<file path="config.mk">
export PLATFORM = sky130hd
export DESIGN_NAME = dec_nx_seq
export DESIGN_NICKNAME = d
export VERILOG_FILES = /design/src/rtl/dec_nx_seq.sv
export SDC_FILE = /design/constraint.sdc
export NUM_CORES = 1
export LEC_CHECK = 0
export BUFFER_PORTS_ARGS = -buffer_cell sky130_fd_sc_hd__buf_2
export CAP_MARGIN = 20
export CELL_PAD_IN_SITES_DETAIL_PLACEMENT = 0
export CELL_PAD_IN_SITES_GLOBAL_PLACEMENT = 1
export CORE_ASPECT_RATIO = 0.5
export CORE_MARGIN = 5
export CORE_UTILIZATION = 43
export CTS_BUF_LIST = sky130_fd_sc_hd__clkbuf_8
export CTS_CLUSTER_SIZE = 28
export DETAILED_ROUTE_END_ITERATION = 8
export HOLD_SLACK_MARGIN = 0.08
export MAX_ROUTING_LAYER = met4
export PLACE_DENSITY = 0.84
export SLEW_MARGIN = 20
export SYNTH_ARGS = -nofsm -noshare
export SYNTH_HDL_FRONTEND = slang
export SYNTH_SLANG_ARGS = --single-unit
</file>
<file path="constraint.sdc">
create_clock -name clk -period 2.4 [get_ports clk]
set_input_delay 0.24 -clock clk [delete_from_list [all_inputs] [get_ports clk]]
set_output_delay 0.24 -clock clk [all_outputs]
set_load 0.1 [all_outputs]
</file>
<file path="src/rtl/dec_nx_seq.sv">
// Registered N-to-2^N select generator: one-hot decode, thermometer, clear and
// a self-running one-hot scan from a start index to an end index.
module dec_nx_seq #(
    parameter int unsigned N    = 4,
    parameter int unsigned STEP = 1
) (
    input  logic                clk,
    input  logic                rstn,
    input  logic                en,
    input  logic [1:0]          mode,
    input  logic                in_valid,
    output logic                in_ready,
    input  logic [N-1:0]        in,
    input  logic [N-1:0]        lim,
    output logic [(2**N)-1:0]   out,
    output logic                out_valid,
    output logic                busy,
    output logic                done
);

    localparam int unsigned OUT_W = 2**N;
    localparam int unsigned SW    = (STEP > 1) ? $clog2(STEP) : 1;

    typedef enum logic {
        S_IDLE,
        S_SCAN
    } state_t;

    typedef enum logic [1:0] {
        M_DECODE = 2'b00,
        M_THERM  = 2'b01,
        M_SCAN   = 2'b10,
        M_CLEAR  = 2'b11
    } mode_t;

    state_t            r_state, w_state_nxt;
    logic [N-1:0]      r_cur, w_cur_nxt;
    logic [N-1:0]      r_lim, w_lim_nxt;
    logic [SW-1:0]     r_step, w_step_nxt;
    logic [OUT_W-1:0]  r_out, w_out_nxt;
    logic              r_out_valid, w_out_valid_nxt;
    logic              r_done, w_done_nxt;
    logic              w_accept;
    logic [N-1:0]      w_cur_inc;

    function automatic logic [OUT_W-1:0] f_onehot(input logic [N-1:0] idx);
        return OUT_W'(1) << idx;
    endfunction

    // One extra bit so that idx = 2^N-1 yields all ones after the subtract.
    function automatic logic [OUT_W-1:0] f_therm(input logic [N-1:0] idx);
        logic [OUT_W:0] t;
        t = ((OUT_W + 1)'(2) << idx) - (OUT_W + 1)'(1);
        return t[OUT_W-1:0];
    endfunction

    assign w_accept  = in_valid && (r_state == S_IDLE);
    assign w_cur_inc = r_cur + N'(1);

    always_ff @(posedge clk or negedge rstn) begin
        if (!rstn) begin
            r_state <= S_IDLE;
        end else begin
            r_state <= w_state_nxt;
        end
    end

    always_comb begin
        w_state_nxt     = r_state;
        w_cur_nxt       = r_cur;
        w_lim_nxt       = r_lim;
        w_step_nxt      = r_step;
        w_out_nxt       = r_out;
        w_out_valid_nxt = 1'b0;
        w_done_nxt      = 1'b0;

        case (r_state)
            S_IDLE: begin
                if (w_accept) begin
                    w_out_valid_nxt = 1'b1;
                    case (mode_t'(mode))
                        M_DECODE: w_out_nxt = en ? f_onehot(in) : '0;
                        M_THERM:  w_out_nxt = en ? f_therm(in) : '0;
                        M_CLEAR:  w_out_nxt = '0;
                        M_SCAN: begin
                            if (en) begin
                                w_cur_nxt   = in;
                                w_lim_nxt   = lim;
                                w_step_nxt  = '0;
                                w_out_nxt   = f_onehot(in);
                                w_done_nxt  = (in == lim);
                                w_state_nxt = S_SCAN;
                            end else begin
                                w_out_nxt = '0;
                            end
                        end
                        default: w_out_nxt = '0;
                    endcase
                end
            end

            S_SCAN: begin
                if (!en) begin
                    // Abort: blank the bus and return without a done pulse.
                    w_out_nxt       = '0;
                    w_out_valid_nxt = 1'b1;
                    w_step_nxt      = '0;
                    w_state_nxt     = S_IDLE;
                end else if (r_step == SW'(STEP - 1)) begin
                    w_step_nxt = '0;
                    if (r_cur == r_lim) begin
                        w_state_nxt = S_IDLE;
                    end else begin
                        w_cur_nxt       = w_cur_inc;
                        w_out_nxt       = f_onehot(w_cur_inc);
                        w_out_valid_nxt = 1'b1;
                        w_done_nxt      = (w_cur_inc == r_lim);
                    end
                end else begin
                    w_step_nxt = r_step + SW'(1);
                end
            end

            default: w_state_nxt = S_IDLE;
        endcase
    end

    always_ff @(posedge clk or negedge rstn) begin
        if (!rstn) begin
            r_cur       <= '0;
            r_lim       <= '0;
            r_step      <= '0;
            r_out       <= '0;
            r_out_valid <= 1'b0;
            r_done      <= 1'b0;
        end else begin
            r_cur       <= w_cur_nxt;
            r_lim       <= w_lim_nxt;
            r_step      <= w_step_nxt;
            r_out       <= w_out_nxt;
            r_out_valid <= w_out_valid_nxt;
            r_done      <= w_done_nxt;
        end
    end

    assign out       = r_out;
    assign out_valid = r_out_valid;
    assign done      = r_done;
    assign busy      = (r_state == S_SCAN);
    assign in_ready  = (r_state == S_IDLE);

endmodule

</file>
Yosys cells after proc, flatten, opt, wreduce, memory -nomap -nowiden. Index checks and enable logic that the tools add are counted.

Flip-flop bits (word level): 28. Bits in latches: 0. Bits in writable memories: 0. Bits in read-only memories: 0. Bits of input ports: 14. Output and inout bits: 20. Logic and storage cells: 74. Memories: 0.

Add/subtract/negate cells: 3. Multipliers: 0. Div/mod/pow operators: 0. Order comparisons: 0. Equal/unequal tests: 14. Shifts and indexed selects: 3. Muxes and demuxes: 39. Bitwise gates (word level): 1. Reduce and logical (&&, ||, !) cells: 7.

Operators with widths (number): $mux W16 (6); $pmux W16 S3 (1); $pmux W16 S2 (1); $shl A1 B4 Y16 const A (2); $mux W4 (6); $mux W1 (20); $shl A2 B4 Y16 const A (1); $sub A16 B2 Y16 const B (1); $eq A4 B4 Y1 (3); $ne A2 B2 Y1 const B (4); $pmux W1 S2 (4); $pmux W4 S2 (1); $ne A3 B3 Y1 const B (2); $reduce_and A3 Y1 (2); $reduce_and A6 Y1 (1); $add A4 B1 Y4 const B (1); $eq A2 B2 Y1 const B (2); $ne A2 B1 Y1 const B (2); $reduce_and A4 Y1 (1); $eq A2 B1 Y1 const B (1); $logic_not A2 Y1 (1); $reduce_or A2 Y1 (1); $add A1 B1 Y1 const B (1); $logic_and A1 B1 Y1 (1); $not A1 Y1 (1).

Logic depth before layout (Yosys ltp).
Depth after elaboration: 6. Depth in mapped cells: 12. Mapped depth without buffers: 9.

Worst setup path before layout. OpenSTA, ideal clock, no wires.

Kind: reg-to-reg. Start: reg r_state, in the netlist busy. End: reg r_out[15], in the netlist out[15]. Library setup time: 0.078 ns. Arrival time: 2.464 ns. Data required time: 2.322 ns. Setup slack: -0.142 ns. Cell stages (with the launch flop): 7. Path buffers: 1. Period minus slack after synthesis: 2.542 ns. Cells stage by stage: dfrtp_1 > clkbuf_1 > inv_1 > nand3_1 > o32ai_1 > a31oi_1 > a21oi_1.

Longest elaborated chain between the ends: 4. Elaborated cells between the ends (all ways): 7. Classes of those cells: 3 x eq/ne; 1 x mux; 1 x bitwise; 2 x reduce/logical.

RTL lines: start, declared (RTL line 36) `state_t r_state, w_state_nxt;`; start signal, assigned (RTL line 64) `r_state <= w_state_nxt;`; $not A1 Y1 (no line) *; via in_ready (RTL line 12) `output logic in_ready,`; $logic_and A1 B1 Y1 (RTL line 57) `assign w_accept = in_valid && (r_state == S_IDLE);`; $ne A2 B1 Y1 (no line); $reduce_and A3 Y1 (no line); end signal, assigned (RTL line 140) `r_out <= w_out_nxt;`; end, declared (RTL line 40) `logic [OUT_W-1:0] r_out, w_out_nxt;`.

Mark *: on every way through the listed nets, which the timed path passes. The rest lies on a longest branch. A chain may end at the register's enable or synchronous reset.

Final worst setup path.
Start: reg r_cur[0]. End: reg r_out[2], in the netlist out[2].

Longest elaborated chain between the ends: 6. Elaborated cells between the ends (all ways): 9. Classes of those cells: 1 x add/sub; 2 x eq/ne; 1 x shift; 4 x mux; 1 x reduce/logical.

RTL lines: start, declared (RTL line 37) `logic [N-1:0] r_cur, w_cur_nxt;`; start signal, assigned (RTL line 137) `r_cur <= w_cur_nxt;`; $add A4 B1 Y4 (RTL line 58) `assign w_cur_inc = r_cur + N'(1);`; $shl A1 B4 Y16 (RTL line 47) `return OUT_W'(1) << idx;`; $mux W16 (RTL line 111) `if (r_cur == r_lim) begin`; $mux W16 (RTL line 109) `end else if (r_step == SW'(STEP - 1)) begin`; $mux W16 (RTL line 103) `if (!en) begin`; $pmux W16 S2 (RTL line 77) `case (r_state)`.

Parallel ways exist; a longest one is shown, timed or not. The select of a mux whose other input is x is not followed.

==> impl_metrics.tcl <==
set metrics [dict create \
    syn_area_sq_mm 0.00204 \
    dieHeight_microns 58.7 \
    synth-compound-area-share 0.209 \
    nets 303 \
    avgSynthCellArea_sq_um 7.99 \
    ioPinCount 34 \
    min_period_over_period 0.826 \
    clockBufferDepth 2 \
    status "completed" \
    antenna_found_initial 0 \
    worstSetupPathType "reg2reg" \
    multi_input_area_sq_mm 0.00123 \
    yosysWarningCount 0 \
    std_cell_rows 17 \
    ys.flop_type "dfrtp_1" \
    finClkSkew_ns 0.00409 \
    cts_resized 0 \
    drt_iter0_drc 141 \
    io_buffer_count 33 \
    drv_slew 0 \
    cpPeakStageDelay_ns 0.53 \
    cts_buffers 3 \
    period_needed_ns 1.98 \
    max_freq_ghz 0.505 \
    core_area_sq_mm 0.00449 \
    start_kind "flop" \
    syn_nets 275 \
    required_ns 2.56 \
    yosysMostFrequentCell "nor2_1" \
    area_delta_synth_final_pct 13.4 \
    cts_root_buf "clkbuf_8" \
    max-vdd-ir-drop_v 0.000379 \
    clk_pin_slew_ns 0.09 \
    synth-adder-area-share 0.0368 \
    hold_class "in2reg" \
    total_power_uw 1950 \
    drv_cap 0 \
    synth_enable_flop_cells 0 \
    cts.sinks 27 \
    overflow 0 \
    clkLatencyLatePin_ns 0.27 \
    synth_top_family_by_area "simple AND/OR/NAND/NOR gates" \
    rsz0062_at_grt "false" \
    slew-limit-headroom 0.577 \
    setup_violations 0 \
    critPathBufInv 0 \
    drt-vias-per-instance 5.65 \
    p_per_area_mw_per_mm2 842 \
    wl_per_cell_microns 15.5 \
    htree_levels 1 \
    synthTopCellsByArea "dfrtp_1 (33%), nor2_1 (7.4%), a21oi_1 (6.1%)" \
    register_area_sq_um 677 \
    synth-seq-cells 27 \
    grt_max_degree 33 \
    ant_nets 0 \
    yosys.cell_types.count 55 \
    worst_r2r_path_depth 6 \
    cts_tree "built" \
    vias 1967 \
    fin_ws_ns 0.418 \
    gp_congestion 0.906 \
    die_area_sq_mm 0.00630 \
    p_leak_uw 0.000974 \
    drt_first_pass_iters 4 \
    num_antenna_cells 0 \
    hold_depth 2 \
    nFillCells 444 \
    setup_tns_ns 0 \
    synthCells 255 \
    ys_seq_area_frac 0.331 \
    worstSetupPathDepth 6 \
    yosys-top-cells-count "nor2_1 (40), dfrtp_1 (27), a21oi_1 (25), nand2_1 (17), nand3_1 (11)" \
    ctsHoldBuffers 1 \
    synth.top_cell.area_share 0.331 \
    worstMarginPinSlew_ns 0.627 \
    grt_pass1_wl_microns 9140 \
    critPathMaxFanout 9 \
    initial_utilization 0.454 \
    critPathTopFamily "compound AO/OA/AOI/OAI gates" \
    cp-end-kind "flop" \
    crit_slowest_cell "dfrtp_1" \
    synth_top_area_cell "dfrtp_1" \
    crit_arrival_ns 2.14 \
    hold_viol 0 \
    synthMuxAreaShare 0.0368 \
    grt_usage 0.186 \
    totalWireLength_microns 5410 \
    place_ws_ns 0.312 \
    place_hpwl_microns 4040 \
    synthXorXnorAreaFrac 0.0516 \
    holdWs_ns 0.220 \
    finalCoreUtilization 0.515 \
    remaining_drc_errors 0 \
    async_flop_share 1.00 \
    post-cts-setup-buffers 0 \
    synth-simple-area-share 0.267 \
    grt_pass1_vias 1844 \
    die-width_microns 107 \
    cp_cell_sequence "ha_1, nor3_1, a41oi_1, nor2_1, a211oi_1, a21oi_1" \
    final_layout_size_suffix_gt1_frac 0.213 \
]
per-layer routing:
layer / routed length [microns] / part of all wire / GRT usage
met1: 2580 / 0.48 / 0.260
met2: 2430 / 0.45 / 0.284
met3: 327 / 0.060 / 0.0416
met4: 71 / 0.013 / 0.0306
met5: 0 / 0 / -
cell families (layout without fill, tap and decap cells):
family          count (synthesis)  after routing
compound gates                 67             67
xor+xnor                       12             12
fa+ha+maj                       6              6
buf+inv                        28             55
flops                          27             27
mux                             7              7
simple gates                  108            108
placed cells by master (no fill, tap or decap), types with 3 or more instances in the layout:
cell type,n
nand4_1,5
a41oi_1,3
o211ai_1,4
nand3_1,11
and2_1,4
buf_4,10
a31oi_1,9
nor2_1,40
mux2_2,4
xnor2_1,9
clkbuf_8,3
xor2_1,3
dfrtp_1,26
ha_1,6
nor3_1,7
o21ai_0,8
inv_1,6
buf_2,33
a21oi_1,25
mux2i_1,3
nand2_1,17
area by class of cell:
cell class,count,area share
clock buffers,3,0.0179
clock inverters,1,0.00162
inverters,7,0.0130
multi-input cells,200,0.531
flip-flops and latches,27,0.293
well taps,66,0.0357
repair buffers,44,0.108
sequential cells by signal (all words and copies together), names as in the netlist:
signal and flops:
busy 1, done 1, out 16, out_valid 1, r_cur 4, r_lim 4
power by group:
part	leakage, uW	internal [uW]	total, uW	switching [uW]
registers	0.000331	542	664	122
logic	0.000616	301	1020	720
clock network	0.0000269	115	261	146
worst paths after layout:
kind                                      startpoint                   end  slack (ns)
worst max register to register  r_cur[0]$_DFFE_PN0P_    out[2]$_DFFE_PN0P_        0.42
min in group asynchronous                       rstn  r_lim[3]$_DFFE_PN0P_        0.50
max in group asynchronous                       rstn        busy$_DFF_PN0_        1.45
worst min register to register    out[5]$_DFFE_PN0P_    out[5]$_DFFE_PN0P_        0.52
worst min-delay path                          lim[3]  r_lim[3]$_DFFE_PN0P_        0.22
worst max-delay path            r_cur[0]$_DFFE_PN0P_    out[2]$_DFFE_PN0P_        0.42
stage by stage:
stage	cell area, sq um	std cells
floorplan	2040	255
global placement	2260	343
detailed placement	2260	343
CTS	2310	348
global route	2310	348
finish	2310	348
No activity file was read; power rests on OpenSTA's default activity.
